File: src/rtl/nbcac_decoder_20_pkg.sv
// Shared constants for the 20-bit NBCAC decoder: Fibonacci bit weights,
// datapath widths and the top of the legal data range.
package nbcac_pkg;

  localparam int DATA_W = 14;
  localparam int CODE_W = 20;

  // Largest value that fits in the decoded data word.
  localparam int NBCAC_DATA_MAX = 16383;

  // Weight of codeword bit k (k = 1..20): w[k] = F(k+1), with F(1) = F(2) = 1.
  localparam int unsigned NBCAC_W20 [1:20] = '{
    1, 2, 3, 5, 8, 13, 21, 34, 55, 89,
    144, 233, 377, 610, 987, 1597, 2584, 4181, 6765, 10946
  };

endpackage

File: src/rtl/nbcac_decoder_20_core.sv
// Combinational half-sum unit. It adds up the weights of the set bits in a
// 10-bit slice of the codeword. BASE is the codeword index of slice[0].
module nbcac_14di_decoder_core
  import nbcac_pkg::*;
#(
  parameter int BASE  = 1,
  parameter int SUM_W = 15
) (
  input  logic [9:0]       slice,
  output logic [SUM_W-1:0] sum
);

  // Weighted sum of the slice. The weights are constants, so each term is a
  // gated constant and the loop reduces to a small adder tree.
  always_comb begin
    sum = '0;
    for (int i = 0; i < 10; i++) begin
      if (slice[i]) sum = sum + SUM_W'(NBCAC_W20[BASE + i]);
    end
  end

endmodule

File: config.mk
export PLATFORM = sky130hd
export DESIGN_NAME = nbcac_14di_decoder_core
export DESIGN_NICKNAME = d
export VERILOG_FILES = /design/src/rtl/nbcac_decoder_20_pkg.sv /design/src/rtl/nbcac_decoder_20_core.sv
export SDC_FILE = /design/constraint.sdc
export NUM_CORES = 1
export LEC_CHECK = 0
export ABC_CLOCK_PERIOD_IN_PS = 7900
export BUFFER_PORTS_ARGS = -buffer_cell sky130_fd_sc_hd__buf_2
export CELL_PAD_IN_SITES_DETAIL_PLACEMENT = 0
export CELL_PAD_IN_SITES_GLOBAL_PLACEMENT = 1
export CORE_MARGIN = 3
export CORE_UTILIZATION = 30
export DETAILED_ROUTE_END_ITERATION = 8
export PLACE_DENSITY = 0.71
export SYNTH_ARGS = -nofsm -noshare
export SYNTH_HDL_FRONTEND = slang
export SYNTH_SLANG_ARGS = --single-unit
File: constraint.sdc
create_clock -name vclk -period 7.9
set_clock_uncertainty 0.1 [all_clocks]
set_input_delay 0.395 -clock vclk [all_inputs]
set_output_delay 0.395 -clock vclk [all_outputs]
set_load 0.05 [all_outputs]
## After elaboration in Yosys (flattened, before gate mapping)

Cells that the tools add are included.

- Output and inout bits: 15
- Bits of input ports: 10
- Register bits: 0
- Logic and storage cells: 19

- Mux-type cells: 10
- $add $sub $neg: 9

Operator list:

| cell | number |
|---|---|
| $mux W15 | 9 |
| $add A15 B2 Y15 const B | 2 |
| $add A15 B4 Y15 const B | 2 |
| $add A15 B6 Y15 const B | 2 |
| $add A15 B3 Y15 const B | 1 |
| $add A15 B5 Y15 const B | 1 |
| $add A15 B7 Y15 const B | 1 |
| $mux W1 | 1 |

## Depth between registers and ports, before layout

- Depth after elaboration: 19
- Depth in mapped cells: 24
- Depth with buffers taken out: 23

## Worst setup path before layout

Ideal clock, no wire load.

- Path type: input port to output port
- Start: input slice[0]
- End: output sum[7]
- Required time: 7.405 ns
- Stages: 23
- Buffers on the path: 1
- Arrival: 5.151 ns
- Slack: 2.254 ns
- Cell sequence: buf_2 inv_1 ha_1 nand2_1 nand2_1 inv_1 ha_1 nand2_1 o21ai_0 ha_1 mux2_2 ha_1 nand2_1 nor2_1 o31ai_1 a21oi_4 a2111oi_0 a221oi_2 a221oi_1 xnor2_1 o311a_1 a21oi_2 xnor2_1

- Longest elaborated chain between the ends: 19

Ends and longest elaborated chain:

| element | line | text |
|---|---|---|
| from (decl) | nbcac_decoder_20_core.sv:9 | `input logic [9:0] slice,` |
| $mux W1 * | nbcac_decoder_20_core.sv:18 | `if (slice[i]) sum = sum + SUM_W'(NBCAC_W20[BASE + i]);` |
| $add A15 B2 Y15 | nbcac_decoder_20_core.sv:18 |  |
| $mux W15 * | nbcac_decoder_20_core.sv:18 |  |
| $add A15 B2 Y15 | nbcac_decoder_20_core.sv:18 |  |
| $mux W15 * | nbcac_decoder_20_core.sv:18 |  |
| $add A15 B3 Y15 | nbcac_decoder_20_core.sv:18 |  |
| $mux W15 * | nbcac_decoder_20_core.sv:18 |  |
| $add A15 B4 Y15 | nbcac_decoder_20_core.sv:18 |  |
| [... 3 more ...] | - |  |
| $add A15 B5 Y15 | nbcac_decoder_20_core.sv:18 |  |
| $mux W15 * | nbcac_decoder_20_core.sv:18 |  |
| $add A15 B6 Y15 | nbcac_decoder_20_core.sv:18 |  |
| $mux W15 * | nbcac_decoder_20_core.sv:18 |  |
| $add A15 B6 Y15 | nbcac_decoder_20_core.sv:18 |  |
| $mux W15 * | nbcac_decoder_20_core.sv:18 |  |
| $add A15 B7 Y15 | nbcac_decoder_20_core.sv:18 |  |
| $mux W15 * | nbcac_decoder_20_core.sv:18 |  |
| to (decl) | nbcac_decoder_20_core.sv:10 | `output logic [SUM_W-1:0] sum` |

Mark *: on every way between the ends. The rest lies on a longest branch, timed or not.

## Final worst setup path

Same ends and word-level chain as after synthesis.

==> metrics.csv <==
metric;value;unit
start_kind;input pin;
register_area;0;um^2
post-route-drc-count;0;
num_antenna_cells;0;
ios;25;
drv_slew;0;
drt-total-wl;3090;um
synthCells;190;
p_clk_share;0;%
area_growth;6.70;%
synth_fa_ha_area_share;7.24;%
seq_cell_count;0;
instances_no_fill;252;
place_hpwl;2550;um
power_frac_seq;0;%
grt_max_degree;16;
relSlewSlack;55.5;%
start_util;31.3;%
worst_pin_slew;0.663;ns
vias;1336;
synth_area_leader_cell;xnor2_1;
p_sw;0.000266;W
syn_area_per_cell;7.28;um^2
fin_crit;5.55;ns
required;7.40;ns
worstPathMaxFanout;8;
p_int;0.000125;W
critPathMaxStageDelay;0.50;ns
ctsHoldBuffers;0;
grt_overflow;0;
ys_types;62;
power.leakage;0.660;nW
core;4410;um^2
ys_seq_area_share;0;%
grt_pass1_vias;1186;
clockBufferCount;0;
end_kind;output pin;
final_hold_viol_count;0;
arrival;5.06;ns
numPortBuffers;19;
synth-xor-area-share;21.4;%
synth_top_family_by_area;compound AO/OA/AOI/OAI gates;
drive_gt1_share;21.0;%
die_h;73.9;um
min_path_type;input pin to output pin;
cts_resized;0;
antenna_found_initial;0;
vias_per_cell;5.30;
fp-row-count;24;
fmax;0.180;GHz
synth_compound_area_share;31.1;%
holdWs;1.17;ns
path_cells;buf_2, inv_1, ha_1, nand2_1, nand2_1, inv_1, ha_1, nand2_1, o21ai_0, ha_1, mux2_2, ha_1, nand2_1, nor2_1, o31ai_1, a21oi_4, a2111oi_0, a221oi_2, a221oi_1, xnor2_1, o311a_1, a21oi_2, xnor2_1, buf_2;
wire_per_inst;12.3;um
grt_pass1_wl;5330;um
syn-cell-area;1380;um^2
power;0.000391;W
gp_congestion;0.837;
tns;0;ns
combPwrFrac;100.0;%
yosys_warnings;0;
ant_nets;0;
dr.pass1.iters;5;
criticalPathCategory;input pin to output pin;
drt_iter0_markers;64;
die_w;73.9;um
track_usage;11.6;%
yosys.area_share.simple;25.8;%
maxCapViolations;0;
power_density;265;nW/um^2
swShare;68.0;%
die_area;5460;um^2
synthMuxAreaShare;4.62;%
peakVddDrop;0.000163;V
yosys-top-cells-area;xnor2_1, ha_1, nand2_1, xor2_1, xnor3_2;
dp.cells;252;
fillers;483;
postCtsSetupRepairBufs;0;
setup_viol;0;
status;complete, no violations;
grt_setup_unrepaired;false;
critical-path-slowest-cell;a2111oi_0;
nets;220;
period_share;70.3;%
synth_top_cell_area_share;9.50;%
## final cells by class
class,count,area [um^2],area share [%]
multi-input combinational,169,1270,86.1
timing repair buffer,19,95.1,6.45
tap,52,65.1,4.41
inverter,12,45.0,3.05
## worst paths after layout
kind,end,slack [ns],depth (start not counted),startpoint
worst max-delay path,sum[7],2.35,24,slice[0]
worst min-delay path,sum[0],1.17,3,slice[9]
## cells in the final DEF (no fill, tap or decap), types with 4 or more instances in the layout
| cell | instances |
|---|---|
| xnor2_1 | 15 |
| nand2_1 | 23 |
| a31oi_1 | 4 |
| buf_2 | 19 |
| nor3_1 | 4 |
| inv_1 | 12 |
| xor2_1 | 9 |
| o31ai_1 | 5 |
| nor2_1 | 12 |
| o21ai_0 | 5 |
| nand3_1 | 4 |
| a21oi_1 | 8 |
| ha_1 | 8 |
| and3_1 | 4 |
| conb_1 | 6 |
## logic make-up (layout without fill, tap and decap cells)
kind of cell,Yosys count,after routing
simple gates,69,69
compound gates,52,52
xor+xnor,28,28
buf+inv,26,31
fa+ha+maj,8,8
mux,6,6
other cells,1,6
## cell usage after synthesis, drive strengths merged (2+ instances only)
library cell   n
a21oi         10
o2111ai        3
buf           12
nor3           4
nand2b         3
nor2          13
o211ai         3
mux2i          3
xnor3          3
o21ai          7
o211a          2
nand2         24
ha             8
o31ai          6
a221oi         2
a211oi         5
or3            2
nand3          4
and3           7
xnor2         16
or2            2
clkbuf         2
nor2b          2
and2           2
mux2           3
xor2           9
a31oi          4
inv           12
## critical path: cells and delay by family
family,cells,cell delay (ns)
AO/OA/AOI/OAI,8,1.84
XOR/XNOR,2,0.33
adder cells (fa/ha/maj),4,1.21
buffers and inverters,4,0.58
AND/OR/NAND/NOR,5,0.42
multiplexers,1,0.27
## per-stage QoR
| stage | utilization (%) | setup WS, ns | instance area [um^2] |
|---|---|---|---|
| after global placement | 33.4 | 2.33 | 1480 |
| final | 33.4 | 2.35 | 1480 |
| after detailed placement | 33.4 | 2.31 | 1480 |
| after floorplan | - | 2.25 | 1400 |
| after global routing | 33.4 | 1.86 | 1480 |
| after CTS | 33.4 | 2.30 | 1480 |
## layer usage
layer | up-vias | GRT usage (%) | wire length [um]
li1 | 705 | - | -
met1 | 605 | 17.1 | 1590
met2 | 24 | 19.5 | 1420
met3 | 2 | 0 | 72
met4 | 0 | 0.805 | 2
met5 | - | 0 | 0
## power by group through the flow
stage / Sequential [W] / Clock, W / Combinational (W)
after CTS: 0 / 0 / 0.000393
after global placement: 0 / 0 / 0.000393
after global routing: 0 / 0 / 0.000430
after floorplan: 0 / 0 / 0.000329
final: 0 / 0 / 0.000391
after detailed placement: 0 / 0 / 0.000392
No activity file was read; power rests on OpenSTA's default activity.
